===== src/rtl/mult_pkg.sv =====
// Shared multiplier definitions: resolver FSM states, the default datapath width
// and the chunking helpers used by the carry-propagate resolver.
package mult_pkg;

    localparam int MULT_WIDTH = 33;
    localparam int MULT_CHUNK = 11;

    typedef enum logic [1:0] {
        IDLE,
        ADD,
        DONE
    } state_t;

    function automatic int nchunk(input int w, input int c);
        return w / c;
    endfunction

    function automatic bit chunk_ok(input int w, input int c);
        return (c > 0) && (w >= c) && ((w % c) == 0);
    endfunction

endpackage


===== src/rtl/cpa_chunk.sv =====
// CHUNK-bit combinational ripple adder for the carry-save resolver,
// assembled from the full-adder cell.
module fa_cell (
    input  logic a,
    input  logic b,
    input  logic cin,
    output logic s,
    output logic cout
);

    assign s    = a ^ b ^ cin;
    assign cout = (a & b) | (a & cin) | (b & cin);

endmodule

module cpa_chunk #(
    parameter int W = 11
) (
    input  logic [W-1:0] a,
    input  logic [W-1:0] b,
    input  logic         cin,
    output logic [W-1:0] s,
    output logic         cout
);

    logic [W:0] c;

    assign c[0] = cin;
    assign cout = c[W];

    for (genvar i = 0; i < W; i++) begin : g_fa
        fa_cell u_fa (
            .a   (a[i]),
            .b   (b[i]),
            .cin (c[i]),
            .s   (s[i]),
            .cout(c[i+1])
        );
    end

endmodule


===== src/rtl/csa_resolve_seq.sv =====
// Sequential carry-propagate resolver: turns a (sum, carry) pair into a binary
// word plus carry-out, one CHUNK-bit slice per cycle.
module csa_resolve_seq
    import mult_pkg::*;
#(
    parameter int WIDTH = MULT_WIDTH,
    parameter int CHUNK = MULT_CHUNK
) (
    input  logic             clk,
    input  logic             rst_n,
    input  logic             in_valid,
    output logic             in_ready,
    input  logic [WIDTH-1:0] sum_in,
    input  logic [WIDTH-1:0] carry_in,
    output logic             out_valid,
    input  logic             out_ready,
    output logic [WIDTH-1:0] result,
    output logic             cout
);

    localparam int NCHUNK = nchunk(WIDTH, CHUNK);
    localparam int IDXW   = (NCHUNK > 1) ? $clog2(NCHUNK) : 1;
    localparam logic [IDXW-1:0] LAST = IDXW'(NCHUNK - 1);

    if (!chunk_ok(WIDTH, CHUNK)) begin : g_bad_chunk
        $error("csa_resolve_seq: WIDTH must be a multiple of CHUNK");
    end

    state_t           state_q, state_d;
    logic [IDXW-1:0]  idx_q, idx_d;
    logic             cy_q, cy_d;
    logic [WIDTH-1:0] opa_q, opa_d;
    logic [WIDTH-1:0] opb_q, opb_d;
    logic [WIDTH-1:0] res_q, res_d;
    logic             cout_q, cout_d;
    logic             out_valid_q, out_valid_d;

    int               lo;
    logic [CHUNK-1:0] a_k, b_k, s_k;
    logic             c_k;

    assign lo  = int'(idx_q) * CHUNK;
    assign a_k = opa_q[lo +: CHUNK];
    assign b_k = opb_q[lo +: CHUNK];

    cpa_chunk #(
        .W(CHUNK)
    ) u_chunk (
        .a   (a_k),
        .b   (b_k),
        .cin (cy_q),
        .s   (s_k),
        .cout(c_k)
    );

    always_comb begin
        state_d     = state_q;
        idx_d       = idx_q;
        cy_d        = cy_q;
        opa_d       = opa_q;
        opb_d       = opb_q;
        res_d       = res_q;
        cout_d      = cout_q;
        out_valid_d = out_valid_q;
        unique case (state_q)
            IDLE: begin
                if (in_valid) begin
                    opa_d   = sum_in;
                    opb_d   = carry_in;
                    idx_d   = '0;
                    cy_d    = 1'b0;
                    state_d = ADD;
                end
            end
            ADD: begin
                res_d[lo +: CHUNK] = s_k;
                cy_d  = c_k;
                idx_d = idx_q + IDXW'(1);
                if (idx_q == LAST) begin
                    idx_d       = '0;
                    cout_d      = c_k;
                    out_valid_d = 1'b1;
                    state_d     = DONE;
                end
            end
            DONE: begin
                if (out_ready) begin
                    out_valid_d = 1'b0;
                    state_d     = IDLE;
                end
            end
            default: begin
                out_valid_d = 1'b0;
                state_d     = IDLE;
            end
        endcase
    end

    always_ff @(posedge clk or negedge rst_n) begin
        if (!rst_n) begin
            state_q     <= IDLE;
            idx_q       <= '0;
            cy_q        <= 1'b0;
            opa_q       <= '0;
            opb_q       <= '0;
            res_q       <= '0;
            cout_q      <= 1'b0;
            out_valid_q <= 1'b0;
        end else begin
            state_q     <= state_d;
            idx_q       <= idx_d;
            cy_q        <= cy_d;
            opa_q       <= opa_d;
            opb_q       <= opb_d;
            res_q       <= res_d;
            cout_q      <= cout_d;
            out_valid_q <= out_valid_d;
        end
    end

    assign in_ready  = (state_q == IDLE);
    assign out_valid = out_valid_q;
    assign result    = res_q;
    assign cout      = cout_q;

endmodule

===== config.mk =====
export PLATFORM = sky130hd
export DESIGN_NAME = csa_resolve_seq
export DESIGN_NICKNAME = d
export VERILOG_FILES = /design/src/rtl/mult_pkg.sv /design/src/rtl/cpa_chunk.sv /design/src/rtl/csa_resolve_seq.sv
export SDC_FILE = /design/constraint.sdc
export NUM_CORES = 1
export LEC_CHECK = 0
export CORE_MARGIN = 5
export CORE_UTILIZATION = 55
export CTS_CLUSTER_SIZE = 40
export DETAILED_ROUTE_END_ITERATION = 10
export HOLD_SLACK_MARGIN = 0.05
export PLACE_DENSITY = 0.95
export SYNTH_ARGS = -nofsm -noshare
export SYNTH_HDL_FRONTEND = slang
export SYNTH_SLANG_ARGS = --single-unit

===== constraint.sdc =====
create_clock -name clk -period 10.45 [get_ports clk]
set_input_delay 1.045 -clock clk [delete_from_list [all_inputs] [get_ports clk]]
set_output_delay 1.045 -clock clk [all_outputs]
set_load 0.1 [all_outputs]

==> flow_summary.ini <==
[timing]
setup_tns_ns = 0
period_minus_slack_ns = 6.57
finalHoldViolCount = 0
timing.final.crit_share_pct = 62.9
fmax_mhz = 152
setup_viol = 0
finClkSkew_ns = 0.0158
whs_ns = 0.496
timing.slew.headroom_pct = 12.0
rsz0062_at_grt = no
worst_pin_slew_ns = 1.32
finalMaxSlewViolations = 0

[final_layout]
multi_input_area_um2 = 2280
area_growth_pct = 24.7
seqCellArea_um2 = 2650
instances_no_fill = 560
nNetsFinal = 530
drive_gt1_share_pct = 17.6
fin_area_um2 = 6350
antenna_cells = 0
nFillCells = 594

[clock_tree]
cts_buffers = 9
clock_sinks = 106
cts_buffer_depth = 2
h-tree-depth = 3
postCtsSetupBuffers = 0
root_buffer = clkbuf_8
clk_pin_slew_ns = 0.11
hold_buffers = 0
insertion_delay_ns = 0.37
post_cts_resized = 0
tritoncts = done

[worst_hold_path]
hold_class = register to register

[placement]
port_buffers = 105
placed_area_um2 = 6160
placed_cells = 544
place_congestion = 0.764
dp_hpwl_um = 8340

[yosys]
ys_ff_latch = 106
synthArstFlopShare_pct = 100
yosys_warnings = 0
synthTopCellsByArea = dfrtp_1 52%, mux2_1 11%, mux2_2 10%
synth_edf_count = 0
synthCells = 352
seq_area_frac_synth_pct = 52.1
ys.flop_type = dfrtp_1
syn_nets = 438
ys_types = 32
synth_top_cell_by_area = dfrtp_1
netlist_area_um2 = 5090
synth_top_area_share_pct = 52.1
syn_avg_cell_area_um2 = 14.5

[run]
drv_cap = 0

[route]
drc = 0
drt_iter0_drc = 147
dr_wl_met2_um = 5780
top_layer_used = met4
detail-route-antenna-nets = 0
firstDrtPassIters = 4
avgRoutedWirePerCell_um = 20.4
drt_wl_total_um = 11400
wl_met1_um = 4700
dr_wl_met3_um = 701
vias_per_cell = 5.97
vias = 3345

[status]
status = finished, final reports clean

[floorplanning]
core_um2 = 9150
die_x_um = 106
die_y_um = 106
initial_core_util_pct = 55.7
row_count = 35
io_pins = 106
dieArea_um2 = 11300

[global_route]
overflow = 0
grt_first_pass_wirelength_um = 18800
antenna_found_initial = 0
grt_usage_pct = 21.3
first_global_vias = 3650
grt_max_degree = 75

[setup_path]
worstPathMaxFanout = 31
crit_path_start_kind = register
crit_arrival_ns = 6.84
critPathKind = register to register
crit_path_end_kind = register
required_ns = 10.72
## synth_stat cells, types with 6 or more instances
library cell and instances:
buf_4 6, nor2b_1 10, fa_1 11, nor4bb_1 12, mux2_1 50, nor4b_1 9
buf_2 14, a32o_1 10, a22oi_1 18, dfrtp_1 106, mux2_2 47, mux2_4 10
clkbuf_1 7
## kinds of logic (layout without fill, tap and decap cells)
group | count (synthesis) | in the layout | share of synthesized area, %
mux | 111 | 111 | 25.2
flops | 106 | 106 | 52.1
simple gates | 46 | 46 | 7.32
compound gates | 41 | 41 | 6.58
buf+inv | 32 | 129 | 3.29
fa+ha+maj | 16 | 16 | 5.55
## state kept, by name, indices dropped and copies added (netlist names)
register / flops
opa_q: 33
cy_q: 1
cout: 1
idx_q: 2
state_q: 2
result: 33
out_valid: 1
opb_q: 33
## path summary, 6_finish.rpt
path	from	end	slack (ns)	cells past startpoint
setup / recovery	idx_q[0]$_DFFE_PN0P_	result[21]$_DFFE_PN0P_	3.88	18
hold reg to reg	opb_q[30]$_DFFE_PN0P_	opb_q[30]$_DFFE_PN0P_	0.50	1
setup reg to reg	idx_q[0]$_DFFE_PN0P_	result[21]$_DFFE_PN0P_	3.88	18
hold / removal	opb_q[30]$_DFFE_PN0P_	opb_q[30]$_DFFE_PN0P_	0.50	1
max in group asynchronous	rst_n	opa_q[19]$_DFFE_PN0P_	8.60	2
min in group asynchronous	rst_n	opb_q[2]$_DFFE_PN0P_	0.58	1
## worst max-delay path, cell delays in order (launching register included)
cell       delay (ns)
dfrtp_1          0.94
nor2b_1          0.23
buf_4            0.26
o2bb2ai_1        0.17
fa_1             0.20
inv_1            0.05
fa_1             0.38
fa_1             0.39
fa_1             0.40
fa_1             0.40
fa_1             0.41
fa_1             0.41
fa_1             0.42
fa_1             0.41
fa_1             0.38
inv_1            0.08
fa_1             0.44
and4b_1          0.22
mux2_1           0.29
## through the flow
step                worst slack [ns]  util [%]
floorplan                       4.66         -
global placement                4.18      67.4
detailed placement              3.93      67.4
global route                    3.57      69.4
finish                          3.88      69.4
CTS                             3.92      69.4
## metal layers
metal	vias up	global-route usage, %
met4	0	8.42
met2	124	34.5
met3	24	4.86
li1	1484	-
met5	-	0
met1	1713	27.9
## layout make-up
type,count,share of cell area (%)
sequential,106,41.8
timing repair buffer,109,17.0
inverter,4,0.236
multi-input combinational,214,35.9
clock buffer,10,2.17
tap,111,2.19
clock inverter,6,0.749
## layout by cell type, fill, tap and decap left out, types with 5 or more instances in the layout
cell / n
a32o_1: 10
ha_1: 5
clkdlybuf4s50_1: 104
a22oi_1: 18
nor2b_1: 10
dfrtp_1: 106
o2bb2ai_1: 5
nor4bb_1: 12
mux2_2: 47
mux2_1: 50
clkbuf_8: 10
buf_4: 5
nor4b_1: 9
mux2_4: 10
fa_1: 11
Power is left out: the tool's default activity adds up to more than one toggle a clock period on the data nets, which glitch-free logic cannot reach.
